`src/rtl/final_logic_arb.sv`:
```
// Output arbiter/router: drains NUM_VC show-ahead VC FIFOs one word per cycle
// and routes each word to a destination FIFO selected by a field in the word.
module final_logic_arb #(
    parameter int unsigned DATA_W   = 6,
    parameter int unsigned NUM_VC   = 2,
    parameter int unsigned NUM_DEST = 2,
    parameter int unsigned DEST_LSB = 4,
    parameter int unsigned ARB_MODE = 0,
    parameter int unsigned CNT_W    = 8
) (
    input  logic                       clk,
    input  logic                       reset,
    input  logic [NUM_VC*DATA_W-1:0]   vc_data,
    input  logic [NUM_VC-1:0]          vc_empty,
    output logic [NUM_VC-1:0]          vc_pop,
    input  logic [NUM_DEST-1:0]        dest_almost_full,
    input  logic [NUM_DEST-1:0]        dest_full,
    output logic [NUM_DEST-1:0]        dest_push,
    output logic [DATA_W-1:0]          dest_data,
    output logic [NUM_DEST-1:0]        dest_error,
    output logic                       invalid_error,
    output logic [NUM_DEST*CNT_W-1:0]  dest_count
);

    localparam int unsigned DEST_W    = $clog2(NUM_DEST);
    localparam int unsigned VC_W      = $clog2(NUM_VC);
    localparam int unsigned DEST_SPAN = 1 << DEST_W;

    logic [NUM_VC-1:0][DEST_W-1:0] hd;
    logic [NUM_VC-1:0]             hd_inval;
    logic [NUM_VC-1:0]             elig;
    logic [DEST_SPAN-1:0]          af_pad;
    logic [VC_W-1:0]               rr_ptr;
    logic [VC_W-1:0]               rr_idx;
    logic [VC_W-1:0]               grant_idx;
    logic                          grant_vld;
    logic [DATA_W-1:0]             g_data;
    logic [DEST_W-1:0]             g_hd;
    logic                          g_inval;

    // Padding lets an out-of-range destination index the almost-full vector safely.
    assign af_pad = DEST_SPAN'(dest_almost_full);

    // Head destination decode and eligibility; invalid heads stay eligible so they drain.
    always_comb begin
        hd       = '0;
        hd_inval = '0;
        elig     = '0;
        for (int i = 0; i < NUM_VC; i++) begin
            hd[i]       = vc_data[i*DATA_W + DEST_LSB +: DEST_W];
            hd_inval[i] = 32'(hd[i]) >= NUM_DEST;
            elig[i]     = !vc_empty[i] && (hd_inval[i] || !af_pad[hd[i]]);
        end
    end

    // Grant selection; loops run downward so the last hit is the highest-priority one.
    always_comb begin
        grant_vld = 1'b0;
        grant_idx = '0;
        rr_idx    = '0;
        if (ARB_MODE == 0) begin
            for (int i = NUM_VC - 1; i >= 0; i--) begin
                if (elig[i]) begin
                    grant_vld = 1'b1;
                    grant_idx = VC_W'(i);
                end
            end
        end else begin
            for (int k = NUM_VC - 1; k >= 0; k--) begin
                rr_idx = VC_W'((32'(rr_ptr) + 32'(k)) % NUM_VC);
                if (elig[rr_idx]) begin
                    grant_vld = 1'b1;
                    grant_idx = rr_idx;
                end
            end
        end
    end

    // Granted word and its destination.
    always_comb begin
        g_data  = '0;
        g_hd    = '0;
        g_inval = 1'b0;
        for (int i = 0; i < NUM_VC; i++) begin
            if (grant_idx == VC_W'(i)) begin
                g_data  = vc_data[i*DATA_W +: DATA_W];
                g_hd    = hd[i];
                g_inval = hd_inval[i];
            end
        end
    end

    always_comb begin
        vc_pop = '0;
        if (grant_vld && !reset) begin
            vc_pop[grant_idx] = 1'b1;
        end
    end

    // Output stage, error flags, delivery counters and round-robin pointer.
    always_ff @(posedge clk) begin
        if (reset) begin
            dest_push     <= '0;
            dest_data     <= '0;
            dest_error    <= '0;
            invalid_error <= 1'b0;
            dest_count    <= '0;
            rr_ptr        <= '0;
        end else begin
            for (int d = 0; d < NUM_DEST; d++) begin
                dest_push[d] <= grant_vld && !g_inval && (g_hd == DEST_W'(d));
                if (dest_push[d] && dest_full[d]) begin
                    dest_error[d] <= 1'b1;
                end
                if (dest_push[d] && !dest_full[d]) begin
                    dest_count[d*CNT_W +: CNT_W] <= dest_count[d*CNT_W +: CNT_W] + CNT_W'(1);
                end
            end
            if (grant_vld) begin
                dest_data <= g_data;
                if (g_inval) begin
                    invalid_error <= 1'b1;
                end
                if (ARB_MODE != 0) begin
                    rr_ptr <= (grant_idx == VC_W'(NUM_VC - 1)) ? '0 : grant_idx + VC_W'(1);
                end
            end
        end
    end

endmodule

```
`config.mk`:
```
export PLATFORM = sky130hd
export DESIGN_NAME = final_logic_arb
export DESIGN_NICKNAME = d
export VERILOG_FILES = /design/src/rtl/final_logic_arb.sv
export SDC_FILE = /design/constraint.sdc
export NUM_CORES = 1
export LEC_CHECK = 0
export ABC_AREA = 1
export CORE_AREA = 2 2 70 72
export DETAILED_ROUTE_END_ITERATION = 6
export DIE_AREA = 0 0 72 74
export PLACE_DENSITY_LB_ADDON = 0.12
export SETUP_SLACK_MARGIN = 0.5
export SYNTH_ARGS = -nofsm -noshare
export SYNTH_HDL_FRONTEND = slang
export SYNTH_SLANG_ARGS = --single-unit
```
`constraint.sdc`:
```
create_clock -name clk -period 3.1 [get_ports clk]
set_input_delay 0.775 -clock clk [delete_from_list [all_inputs] [get_ports clk]]
set_output_delay 0.775 -clock clk [all_outputs]
set_load 0.03 [all_outputs]
```
==> flow_summary.ini, run 1 <==
[route]
viasPerCell = 4.24
dr.pass1.iters = 4
drtIter0Drc = 30
drc = 0
detail_route.wirelength_um = 2950
antenna_left = 0
vias = 1254
wl_per_cell_um = 9.98

[power]
powerDensity_mw_per_mm2 = 368
irDropWorstVdd_uv = 224
power_leakage_nw = 0.862

[floorplan]
row_count = 25
die_x_um = 72
die_height_um = 74
die_area_sq_mm = 0.00533
start_util = 0.295
core_area_sq_mm = 0.00460
pin_count = 49

[yosys]
synth_adder_area_share = 0.0185
avgSynthCellArea_sq_um = 7.17
synth_flop_cell = dfxtp_1
ys_async_sr_fraction = 0
netlist_instances = 189
synthMuxAreaShare = 0
syn-cell-area_sq_mm = 0.00136
yosys_warnings = 0
synthSimpleGateAreaFrac = 0.441
ys_ff_latch = 26
synth_cell_type_count = 28
syn-num-nets = 211
synth_edf_count = 0
ys_seq_area_frac = 0.384
synth_compound_area_frac = 0.0609
synth_top_family_by_area = simple AND/OR/NAND/NOR gates
yosys.area_share.xor_xnor = 0

[global_route]
grt_pass1_wl_um = 5080
grt_start_max_net_pins = 15
grt_use_total = 0.119
grt.overflow.total = 0
antenna_found_initial = 0
first_global_vias = 1195

[final_layout]
mostFrequentLayoutCells = nand2_1 (48), clkdlybuf4s50_1 (41), dfxtp_1 (26)
drive_above_1_share = 0.178
final_common_cell = nand2_1
antenna_cells = 0
area_growth_pct = 47.0
final_util = 0.433
final_cells = 296
fill_cells = 488
nNetsFinal = 265

[clock_network]
clockRootBuffer = clkbuf_8
tritoncts = built
clockBufferDepth = 2
clock_sinks = 26
clk_pin_slew_worst_paths_ns = 0.09
clock_latency_ns = 0.27
cts-buffers-inserted = 3
ctsHtreeMaxLevel = 1

[place]
port_buffers = 47
place_inst = 288
gp_congestion = 0.770
dpl.hpwl_um = 2240

[sta]
timing.final.crit_share = 0.806
rsz0062_at_grt = no
final-max-slew-violation-count = 0
hold_viol = 0
tns_ns = 0
fmax_mhz = 400
fin_crit_ns = 2.50
skew_ns = 0.00130
setup_viol = 0

[worst_setup_path]
cp.buffers_inverters = 3
worstPathArrival_ns = 1.72
cp_max_fo = 4
crit_chain = clkdlybuf4s50_1 -> inv_2 -> nand2_2 -> nor2_8 -> nand2_4 -> nor2_4 -> buf_6
crit_family = buffers and inverters
cp-start-kind = input pin
slowest_delay_ns = 0.41
cpMaxStageDelayCell = clkdlybuf4s50_1
end_kind = output pin
critPathKind = input pin to output pin
crit_required_ns = 2.32
r2r_slack_ns = 1.86

[worst_hold_path]
min_path_type = flop to flop

[job]
drv_cap = 0

[outcome]
status = complete, no violations
Yosys cell counts, types with 2 or more instances:
master   number  area (sq um)
nor2_2        3          18.8
nand3_1      13          65.1
nand4_1       2          12.5
nor2_8        2          40.0
nor2_4        2          22.5
dfxtp_1      26           521
nand2_1      50           188
nand2_2       9          56.3
nand2_4       3          33.8
o21ai_0       3          15.0
a21oi_1      11          55.1
nor2_1       21          78.8
inv_1        22          82.6
inv_2         3          11.3
nor3_1        5          25.0
ha_1          2          25.0
metal layers:
layer,wire length (um),track usage,vias to the layer above
met3,168,0.0339,2
li1,-,-,690
met5,0,0,-
met1,1460,0.152,535
met4,17,0.0252,0
met2,1310,0.201,27
path summary, 6_finish.rpt:
path,from,end,cells after the start
min,dest_data[3]$_SDFFE_PP0N_,dest_data[3]$_SDFFE_PP0N_,2
max,vc_empty[1],vc_pop[1],7
max reg2reg,dest_count[9]$_SDFFE_PP0P_,dest_count[14]$_SDFFE_PP0P_,7
min reg2reg,dest_data[3]$_SDFFE_PP0N_,dest_data[3]$_SDFFE_PP0N_,2
through the flow:
stage	hold slack (ns)	total power, mW	instance area (sq um)	setup slack (ns)
after detailed placement	0.438	0.512	1880	0.336
after floorplan	0.575	0.449	1360	0.767
final	0.457	0.732	1990	0.602
after global placement	0.442	0.513	1880	0.382
after CTS	0.462	0.742	1970	0.506
after global routing	0.485	0.767	1990	0.539
timing repair:
action	4_1_cts	5_1_grt
hold buffers	0	0
resized for setup	5	6
setup buffers	3	1
setup endpoints to repair	2	2
pin swaps	1	4
power breakdown:
| group | switching [mW] | internal (mW) |
|---|---|---|
| combinational | 0.0878 | 0.0691 |
| sequential | 0.00826 | 0.346 |
| clock | 0.108 | 0.114 |
worst register-to-register path, cell delays in order, from the launching register on:
cell	delay, ns
dfxtp_1	0.40
ha_1	0.19
inv_1	0.06
nor3_2	0.25
nand3_1	0.10
nand2_1	0.07
nand2_1	0.05
nor2_1	0.08
logic make-up after synthesis:
group                      count (synthesis)
and+or+nand+nor                          114
buffers and inverters                     30
DFF                                       26
AOI/OAI and AO/OA                         16
adders and majority gates                  2
other                                      1
layout make-up:
cell class | count | area [sq um] | share of cell area
multi-input cells | 133 | 727 | 0.365
flip-flops and latches | 26 | 520 | 0.261
repair buffers | 52 | 513 | 0.258
inverters | 27 | 109 | 0.0546
well taps | 54 | 67.6 | 0.0339
clock buffers | 4 | 55.1 | 0.0276
state kept, by name, indices dropped and copies added, names as in the netlist:
signal      cells
dest_push       2
dest_data       6
dest_error      2
dest_count     16
No activity file was read; power rests on OpenSTA's default activity.
==> run 2: changes to the inputs <==
clock period = 2.6 ns   (was 3.1 ns; I/O delays follow)
==> run 2 against run 1 <==
  * First-iteration DRC count decreased by 6.7%
  * Sequential share of layout area decreased by 0.15 points
  * Clock power about the same
  * Global-route usage increased by 0.17 points
  * Cell area increased by 0.57%
  * Largest power group unchanged
==> flow_summary.ini, run 2 (synthesis results as in run 1) <==
[outcome]
status = complete, no violations

[sta]
final-max-slew-violation-count = 0
fin_ws_ns = 0.511
tns_ns = 0
setup_viol = 0
fmax_mhz = 479
hold_viol = 0
rsz0062_at_grt = yes
timing.final.crit_share = 0.803
skew_ns = 0.00217
fin_crit_ns = 2.09

[clock_network]
clock_latency_ns = 0.26
clockRootBuffer = clkbuf_8
clock_sinks = 26
ctsHtreeMaxLevel = 1
tritoncts = built
clk_pin_slew_worst_paths_ns = 0.08
clockBufferDepth = 2
cts-buffers-inserted = 3

[place]
place_inst = 289
preCtsSetupSlack_ns = 0.138
gp_congestion = 0.828
port_buffers = 47
dpl.hpwl_um = 2290

[power]
power_uw = 838
p_sw_frac = 0.283
p_int_uw = 601
powerDensity_mw_per_mm2 = 418
power_switching_uw = 237
clockPowerShare = 0.266
power_leakage_nw = 0.893
seq_power_share = 0.504
irDropWorstVdd_uv = 284
combPwrFrac = 0.230

[final_layout]
final_common_cell = nand2_1
fill_cells = 501
area_growth_pct = 47.8
regMostFlops = dest_count
reg.largest.list = dest_count x16, dest_data x6
final_util = 0.436
register_area_sq_um = 520
final_cells = 298
largest_reg_flops = 16
multiInputGateArea_sq_um = 732
drive_above_1_share = 0.205
nNetsFinal = 268
antenna_cells = 0
mostFrequentLayoutCells = nand2_1 (47), clkdlybuf4s50_1 (36), dfxtp_1 (26)

[worst_setup_path]
slowest_delay_ns = 0.26
crit_chain = dlygate4sd2_1 -> inv_2 -> nor2_4 -> nor2_8 -> nand2_4 -> nor2_2 -> buf_6
critPathKind = input pin to output pin
crit_required_ns = 1.95
cpMaxStageDelayCell = dlygate4sd2_1
cp-start-kind = input pin
end_kind = output pin
r2r_slack_ns = 1.39
cp_max_fo = 2
cp.buffers_inverters = 3
worstPathArrival_ns = 1.44
crit_family = buffers and inverters

[global_route]
first_global_vias = 1157
grt_pass1_wl_um = 5050
grt.overflow.total = 0
antenna_found_initial = 0
grt_use_total = 0.120
grt_start_max_net_pins = 14

[route]
dr.pass1.iters = 4
detail_route.wirelength_um = 3060
wl_per_cell_um = 10.3
antenna_left = 0
viasPerCell = 4.27
drc = 0
vias = 1271
drtIter0Drc = 28

[floorplan]
core_area_sq_mm = 0.00460
pin_count = 49
die_area_sq_mm = 0.00533
die_height_um = 74
row_count = 25
die_x_um = 72
start_util = 0.295

[job]
drv_cap = 0

[worst_hold_path]
min_path_type = flop to flop
[run 2: stage by stage]
stage	instance area (sq um)	hold WS [ns]
6_report	2000	0.457
5_1_grt	2000	0.479
4_1_cts	1980	0.460
3_5_place_dp	1890	0.439
3_3_place_gp	1890	0.439
2_1_floorplan	1360	0.575
[run 2: power by group through the flow]
stage / Combinational (mW) / Sequential (mW) / Clock [mW]
floorplan: 0.0780 / 0.458 / 0
global placement: 0.181 / 0.432 / 0
detailed placement: 0.181 / 0.431 / 0
CTS: 0.192 / 0.422 / 0.235
global route: 0.208 / 0.424 / 0.248
finish: 0.193 / 0.422 / 0.223
[run 2: path summary, 6_finish.rpt]
| check | from | depth (start not counted) | endpoint |
|---|---|---|---|
| hold / removal | dest_data[5]$_SDFFE_PP0N_ | 2 | dest_data[5]$_SDFFE_PP0N_ |
| setup reg to reg | dest_count[9]$_SDFFE_PP0P_ | 7 | dest_count[14]$_SDFFE_PP0P_ |
| setup / recovery | dest_almost_full[0] | 7 | vc_pop[1] |
| hold reg to reg | dest_data[5]$_SDFFE_PP0N_ | 2 | dest_data[5]$_SDFFE_PP0N_ |
[run 2: repair_timing]
action / 4_1_cts / 5_1_grt
endpoints found under the setup margin: 2 / 4
setup buffers: 6 / 0
resized for setup: 19 / 7
pin swaps: 7 / 2
hold buffers: 0 / 0
[run 2: worst min-delay path: stages, from the launching register on]
cell     delay (ns)
dfxtp_1        0.32
nand2_1        0.06
nand2_1        0.04
[run 2: metal layers]
layer	vias up	GRT usage	part of all wire
met5	-	0	0
met4	0	0.0252	0.0056
met3	2	0.0285	0.045
met2	30	0.197	0.45
met1	542	0.164	0.50
li1	697	-	-
[run 2: area by class of cell]
cell class,count,area share
Multi-Input combinational cell,133,0.365
Timing Repair Buffer,55,0.266
Sequential cell,26,0.260
Inverter,27,0.0543
Tap cell,54,0.0337
Clock buffer,3,0.0206
==> run 3: changes to the inputs <==
clock period = 1.8 ns   (was 2.6 ns; I/O delays follow)
==> run 3 against run 2 <==
  * Count of clock-buffer cells in the layout rose by 1
  * Register-to-register slack got worse by 0.74 ns
  * Global-route usage rose by 0.58 points
  * Sequential cell count did not move
  * Power rose by 52%
  * Clock skew rose by 0.0026 ns
  * Critical path type unchanged
  * Critical endpoint unchanged
  * Largest cell class unchanged
  * Highest routed layer unchanged
==> flow_summary.ini, run 3 (synthesis results as in run 1) <==
[final_layout]
mostFrequentLayoutCells = nand2_1 (47), buf_4 (36), inv_1 (19), nor2_1 (19), dfxtp_2 (13)
antenna_cells = 0
final_common_cell = nand2_1
regMostFlops = dest_count
drive_above_1_share = 0.415
design_area_sq_mm = 0.00208
largest_reg_flops = 16
nNetsFinal = 276
area_growth_pct = 53.7
reg.largest.list = dest_count x16, dest_data x6

[sta]
rsz0062_at_grt = yes
skew_ns = 0.00477
timing.final.crit_share = 0.871
hold_viol = 0
fin_hold_ws_ns = 0.454
fin_crit_ns = 1.57
tns_ns = 0
final-max-slew-violation-count = 0
fmax_mhz = 638
setup_viol = 0

[worst_setup_path]
slowest_delay_ns = 0.13
crit_chain = buf_6 -> buf_8 -> inv_12 -> nand2_4 -> nand3_4 -> nand2_4 -> nor2_4 -> buf_6
cp.buffers_inverters = 4
crit_required_ns = 1.35
cp_max_fo = 3
cpMaxStageDelayCell = buf_8
crit_family = buffers and inverters
worstPathArrival_ns = 1.12
critPathKind = input pin to output pin
cp-start-kind = input pin
end_kind = output pin

[floorplan]
core_area_sq_mm = 0.00460
start_util = 0.295
row_count = 25
die_height_um = 74
die_x_um = 72
die_area_sq_mm = 0.00533
pin_count = 49

[route]
viasPerCell = 4.29
vias = 1316
drtIter0Drc = 36
detail_route.wirelength_um = 3100
dr.pass1.iters = 4
wl_per_cell_um = 10.1
antenna_left = 0
drc = 0

[global_route]
first_global_vias = 1212
grt_use_total = 0.126
grt.overflow.total = 0
grt_pass1_wl_um = 5380
grt_start_max_net_pins = 15
antenna_found_initial = 0

[place]
port_buffers = 47
dpl.hpwl_um = 2370
gp_congestion = 0.778
placed_area_sq_mm = 0.00199

[job]
drv_cap = 0

[clock_network]
cts-buffers-inserted = 3
clock_latency_ns = 0.27
clock_sinks = 26
clockRootBuffer = clkbuf_8
clockBufferDepth = 2
clk_pin_slew_worst_paths_ns = 0.08
ctsHtreeMaxLevel = 1
tritoncts = built

[power]
irDropWorstVdd_uv = 451
power_leakage_nw = 0.977
powerDensity_mw_per_mm2 = 612

[worst_hold_path]
min_path_type = flop to flop

[outcome]
status = complete, no violations
-- run 3: cell types whose count changed in the layout (fill, tap and decap cells not counted), moves of 3 or more --
cell / delta
buf_2: +4
buf_4: +28
buf_6: +3
clkdlybuf4s50_1: -26
dfxtp_1: -15
dfxtp_2: +13
dlymetal6s2s_1: -3
nand2_2: -3
-- run 3: where the power goes --
part / switching [mW] / total (mW) / internal [mW]
registers: 0.0149 / 0.608 / 0.594
logic: 0.166 / 0.295 / 0.129
clock network: 0.176 / 0.371 / 0.195
-- run 3: stage by stage --
| step | worst slack, ns | std cells | power, mW | utilization |
|---|---|---|---|---|
| 2_1_floorplan | 0.337 | 189 | 0.782 | - |
| 3_3_place_gp | -0.218 | 298 | 0.911 | 0.434 |
| 3_5_place_dp | -0.217 | 298 | 0.909 | 0.434 |
| 4_1_cts | 0.219 | 306 | 1.28 | 0.438 |
| 5_1_grt | 0.193 | 307 | 1.35 | 0.453 |
| 6_report | 0.233 | 307 | 1.27 | 0.453 |
-- run 3: final timing paths --
path,start,endpoint,slack [ns],cells past startpoint
setup / recovery,vc_data[4],vc_pop[1],0.23,8
hold / removal,dest_data[2]$_SDFFE_PP0N_,dest_data[2]$_SDFFE_PP0N_,0.45,2
setup reg to reg,dest_count[9]$_SDFFE_PP0P_,dest_count[14]$_SDFFE_PP0P_,0.65,7
hold reg to reg,dest_data[2]$_SDFFE_PP0N_,dest_data[2]$_SDFFE_PP0N_,0.45,2
-- run 3: layer usage --
metal / up-vias / global-route usage / share of wire
met5: - / 0 / 0
met4: 0 / 0.0377 / 0.0090
met3: 4 / 0.0366 / 0.057
met2: 29 / 0.202 / 0.46
met1: 572 / 0.166 / 0.47
li1: 711 / - / -
-- run 3: cell type report --
class	count	area, sq um
Clock buffer	4	55.1
Fill cell	494	2510
Inverter	27	129
Multi-Input combinational cell	133	771
Sequential cell	26	544
Tap cell	54	67.6
Timing Repair Buffer	63	517
-- run 3: worst register-to-register path, cell delays in order, from the launching register on --
cell and delay (ns):
dfxtp_2 0.37, ha_1 0.16, inv_1 0.06, nor3_2 0.22, nand3_1 0.10, nand2_1 0.07
nand2_1 0.04, nor2_1 0.07
-- run 3: timing repair --
item	CTS	global route
resized for setup	186	31
setup endpoints to repair	51	28
pin swaps	10	4
cloned	0	0
hold buffers	0	0
buffers inserted	4	1
